===== config.mk =====
export PLATFORM = sky130hd
export DESIGN_NAME = fetch_stage
export DESIGN_NICKNAME = d
export VERILOG_FILES = /design/src/rtl/fetch_stage.sv
export SDC_FILE = /design/constraint.sdc
export NUM_CORES = 1
export LEC_CHECK = 0
export CAP_MARGIN = 20
export CELL_PAD_IN_SITES_DETAIL_PLACEMENT = 0
export CELL_PAD_IN_SITES_GLOBAL_PLACEMENT = 1
export CORE_MARGIN = 2
export CORE_UTILIZATION = 34
export DETAILED_ROUTE_END_ITERATION = 7
export GPL_TIMING_DRIVEN = 0
export PLACE_DENSITY_LB_ADDON = 0.15
export SLEW_MARGIN = 10
export SYNTH_ARGS = -nofsm -noshare
export SYNTH_HDL_FRONTEND = slang
export SYNTH_SLANG_ARGS = --single-unit

===== constraint.sdc =====
create_clock -name clk -period 4.1 [get_ports clk]
set_input_delay 0.41 -clock clk [delete_from_list [all_inputs] [get_ports clk]]
set_output_delay 0.41 -clock clk [all_outputs]
set_load 0.01 [all_outputs]

===== src/rtl/fetch_stage.sv =====
// Instruction-fetch stage: PC register, IF/ID pipeline register, stall/redirect
// handling and static beq prediction selected by bp_mode.
module fetch_stage #(
  parameter logic [31:0] RESET_PC = 32'h0000_0000,
  parameter logic [31:0] NOP_WORD = 32'h0000_0000
) (
  input  logic        clk,
  input  logic        rst,
  input  logic [1:0]  bp_mode,
  output logic [31:0] imem_addr,
  input  logic [31:0] imem_rdata,
  input  logic        stall,
  input  logic        redirect,
  input  logic [31:0] redirect_target,
  output logic [31:0] pc,
  output logic [31:0] ifid_ir,
  output logic [31:0] ifid_pc4,
  output logic        ifid_valid,
  output logic        ifid_pred_taken
);

  typedef enum logic [1:0] {
    BP_NOT_TAKEN = 2'b00,
    BP_TAKEN     = 2'b01,
    BP_DELAY     = 2'b10,
    BP_RESERVED  = 2'b11
  } bp_mode_e;

  localparam logic [5:0] OPC_BEQ = 6'b000100;

  bp_mode_e    mode;
  logic [31:0] pc_q, pc_d;
  logic [31:0] ir_q, ir_d;
  logic [31:0] pc4_q, pc4_d;
  logic        valid_q, valid_d;
  logic        pred_q, pred_d;

  logic [31:0] pc_plus4;
  logic [31:0] br_offset;
  logic [31:0] br_target;
  logic        is_beq;

  assign mode      = bp_mode_e'(bp_mode);
  assign pc_plus4  = pc_q + 32'd4;
  assign br_offset = {{14{imem_rdata[15]}}, imem_rdata[15:0], 2'b00};
  assign br_target = pc_plus4 + br_offset;
  assign is_beq    = (imem_rdata[31:26] == OPC_BEQ);

  always_comb begin
    pc_d    = pc_q;
    ir_d    = ir_q;
    pc4_d   = pc4_q;
    valid_d = valid_q;
    pred_d  = pred_q;
    if (!stall) begin
      pc_d    = pc_plus4;
      ir_d    = imem_rdata;
      pc4_d   = pc_plus4;
      valid_d = 1'b1;
      pred_d  = 1'b0;
      if (redirect) begin
        pc_d = redirect_target;
        // In delay-slot mode the word fetched alongside the redirect is kept.
        if (mode != BP_DELAY) begin
          ir_d    = NOP_WORD;
          valid_d = 1'b0;
          pred_d  = 1'b0;
        end
      end else if (mode == BP_TAKEN && is_beq) begin
        pc_d   = br_target;
        pred_d = 1'b1;
      end
    end
  end

  always_ff @(posedge clk) begin
    if (!rst) begin
      pc_q    <= RESET_PC;
      ir_q    <= NOP_WORD;
      pc4_q   <= '0;
      valid_q <= 1'b0;
      pred_q  <= 1'b0;
    end else begin
      pc_q    <= pc_d;
      ir_q    <= ir_d;
      pc4_q   <= pc4_d;
      valid_q <= valid_d;
      pred_q  <= pred_d;
    end
  end

  assign imem_addr       = pc_q;
  assign pc              = pc_q;
  assign ifid_ir         = ir_q;
  assign ifid_pc4        = pc4_q;
  assign ifid_valid      = valid_q;
  assign ifid_pred_taken = pred_q;

endmodule


==> flow_metrics.env <==
export IMPL_outcome="completed"
export IMPL_synth_top_cell_area_share_pct=31.4
export IMPL_max_stage_delay_ns=0.57
export IMPL_num_fill_cells=1800
export IMPL_fin_total_pwr_mw=2.75
export IMPL_synth_seq_cells=98
export IMPL_hold_viol=0
export IMPL_htreeDepth=3
export IMPL_power_leakage_nw=3.57
export IMPL_finalSetupViolCount=0
export IMPL_ir_drop_v=0.000198
export IMPL_io_pins=200
export IMPL_worstPathRequired_ns=4.39
export IMPL_drtIter0Drc=584
export IMPL_cts_hold_buf=0
export IMPL_wl_met1_um=11100
export IMPL_multi_input_area_um2=3840
export IMPL_grt_max_degree=25
export IMPL_cts_sinks=98
export IMPL_critical_path_most_common_cell="nand4_1"
export IMPL_rows=49
export IMPL_root_buffer="clkbuf_16"
export IMPL_syn_inst=790
export IMPL_synth_edff_count=0
export IMPL_critical_path_class="register to register"
export IMPL_min_period_over_period_pct=94.9
export IMPL_finalClockSkew_ns=0.00743
export IMPL_syn_nets=897
export IMPL_start_util_pct=34.8
export IMPL_dp_hpwl_um=18800
export IMPL_slowest_stage="or4b_4"
export IMPL_yosys_area_top_type="dfxtp_1"
export IMPL_die_h_um=140
export IMPL_core_um2=18000
export IMPL_dr_wl_met2_um=11600
export IMPL_cp_arrival_ns=4.18
export IMPL_cp_max_fo=8
export IMPL_path_buf_inv=3
export IMPL_die_w_um=140
export IMPL_clkTransAtPathRegs_ns=0.08
export IMPL_slew_headroom_pct=24.9
export IMPL_dp_cells=1217
export IMPL_syn2layout_area_growth_pct=43.6
export IMPL_viasPerCell=5.32
export IMPL_max_freq_ghz=0.257
export IMPL_hold_class="register to register"
export IMPL_antenna_found_initial=0
export IMPL_clock_latency_ns=0.36
export IMPL_track_usage_pct=25.2
export IMPL_path_delay_family="simple AND/OR/NAND/NOR gates"
export IMPL_final_cells=1238
export IMPL_p_per_area_nw_per_um2=307
export IMPL_layout_drive_gt1_share_pct=8.92
export IMPL_clock_path_buffers=2
export IMPL_dr_wl_met3_um=1480
export IMPL_end_kind="register"
export IMPL_synth_distinct_cells=61
export IMPL_overflow=0
export IMPL_yosys_top_cells_area="dfxtp_1 31%, ha_1 7.2%, nor2_1 6.4%"
export IMPL_cts_tree="done"
export IMPL_grt_pass1_wl_um=37700
export IMPL_worst_slew_pin_slew_ns=1.12
export IMPL_drt_pass1_iter_count=5
export IMPL_io_buffers=198
export IMPL_wl_per_cell_um=20.0
export IMPL_antennaDiodeCount=0
export IMPL_wl_um=24800
export IMPL_cap_violations=0
export IMPL_syn_avg_cell_area_um2=7.90
export IMPL_crit_chain="and4_2 > nand4_1 > buf_4 > nor2_4 > nand4_1 > xor2_1 > inv_1 > ha_1 > buf_2 > nand4_1 > nor4b_4 > a211oi_2 > or4b_4 > a211o_1 > nand3_1 > o2bb2ai_1"
export IMPL_grt_pass1_vias=6354
export IMPL_dieArea_um2=19500
export IMPL_nets=1111
export IMPL_vias=6589
export IMPL_regArea_um2=1970
export IMPL_start_kind="register"
export IMPL_top_layer="met4"
export IMPL_route_detailed_drc=0
export IMPL_drt_antenna_violating_nets=0
export IMPL_gp_congestion=0.913
export IMPL_synth_ff_type="dfxtp_1"
export IMPL_seq_area_frac_synth_pct=31.4
export IMPL_drv_slew=0
export IMPL_ys_warn_count=0
export IMPL_netlist_area_um2=6240
export IMPL_synthArstFlopShare_pct=0
export IMPL_cts_buffers=9
export IMPL_post_route_min_period_ns=3.89
placed cells by master, fill, tap and decap left out, drive strengths merged, types with 5 or more instances in the layout:
| cell | instances |
|---|---|
| nand2 | 70 |
| xnor2 | 26 |
| o21ai | 36 |
| nor3 | 10 |
| clkbuf | 45 |
| mux2i | 18 |
| a21o | 18 |
| a22oi | 33 |
| ha | 36 |
| clkdlybuf4s50 | 198 |
| o221ai | 6 |
| a21oi | 66 |
| nor4b | 5 |
| o211ai | 12 |
| nand4 | 13 |
| buf | 45 |
| inv | 29 |
| nand3 | 28 |
| nor2 | 106 |
| dfxtp | 98 |
| xor2 | 27 |
| a211oi | 13 |
power breakdown:
group	switching (mW)	internal, mW
clock network	0.432	0.505
registers	0.0566	1.00
logic	0.388	0.370
total	0.877	1.88
timing repair:
| item | CTS | global route |
|---|---|---|
| setup endpoints to repair | 4 | 11 |
| buffers inserted | 0 | 4 |
| cloned | 0 | 0 |
| resized for setup | 6 | 17 |
| pin swaps | 0 | 2 |
worst reg2reg max path, stage by stage, from the launching register on:
cell and delay, ns:
dfxtp_2 0.43, and4_2 0.30, nand4_1 0.11, buf_4 0.18
nor2_4 0.16, nand4_1 0.16, xor2_1 0.28, inv_1 0.08
ha_1 0.27, buf_2 0.18, nand4_1 0.19, nor4b_4 0.30
a211oi_2 0.16, or4b_4 0.58, a211o_1 0.27, nand3_1 0.08
o2bb2ai_1 0.11
registers in the layout, summed over array words and instances, names as in the netlist:
register	flops
imem_addr	32
ifid_pc4	32
ifid_pred_taken	1
ifid_ir	32
ifid_valid	1
final cells by class:
type / count / area share [%]
plain buffers: 75 / 4.59
multi-input cells: 591 / 42.8
clock buffers: 10 / 2.66
repair buffers: 203 / 22.7
flip-flops and latches: 98 / 22.0
clock inverters: 6 / 0.921
inverters: 26 / 1.09
well taps: 229 / 3.19
through the flow:
step	setup WS (ns)	utilization [%]	setup TNS (ns)	instance area [um2]	hold slack, ns
floorplan	0.548	-	0	6240	0.462
global placement	-0.319	47.4	-0.716	8510	0.451
detailed placement	-0.325	47.4	-0.717	8510	0.456
CTS	0.0165	49.3	0	8860	0.467
global route	-0.0146	49.9	-0.0146	8970	0.481
finish	0.208	49.9	0	8970	0.467
metal layers:
| layer | vias up | global-route usage [%] |
|---|---|---|
| met3 | 31 | 3.65 |
| met2 | 234 | 41.2 |
| met5 | - | 0 |
| li1 | 3219 | - |
| met4 | 0 | 9.04 |
| met1 | 3105 | 34.0 |
synthesized netlist by cell type (all sizes together) (3+ instances only):
| cell | count |
|---|---|
| nand4 | 13 |
| nor3 | 10 |
| ha | 36 |
| xnor2 | 26 |
| and2 | 4 |
| o21bai | 4 |
| dfxtp | 98 |
| inv | 26 |
| a221oi | 4 |
| mux2i | 18 |
| a21o | 18 |
| nand2b | 4 |
| o21a | 4 |
| a2111oi | 3 |
| xor2 | 27 |
| and4 | 3 |
| o22ai | 4 |
| clkbuf | 35 |
| a21oi | 66 |
| and3 | 4 |
| buf | 40 |
| a31oi | 4 |
| a211oi | 13 |
| nor2 | 106 |
| a22oi | 33 |
| o21ai | 36 |
| nor4b | 5 |
| nand2 | 70 |
| nand3 | 28 |
| o221ai | 6 |
| o211ai | 12 |
worst paths after layout:
check | end | cells past startpoint | start | slack [ns]
max | imem_addr[30] | 16 | imem_addr[8] | 0.21
min | ifid_pc4[4] | 2 | ifid_pc4[4] | 0.47
max reg2reg | imem_addr[30] | 16 | imem_addr[8] | 0.21
min reg2reg | ifid_pc4[4] | 2 | ifid_pc4[4] | 0.47
logic make-up after synthesis:
kind of cell,after synthesis,share of synthesized area (%)
fa+ha+maj,37,7.54
mux,19,3.07
compound gates,224,23.5
simple gates,258,18.8
flops,98,31.4
buf+inv,101,8.16
xor+xnor,53,7.43
Power figures use the tool's default switching activity.
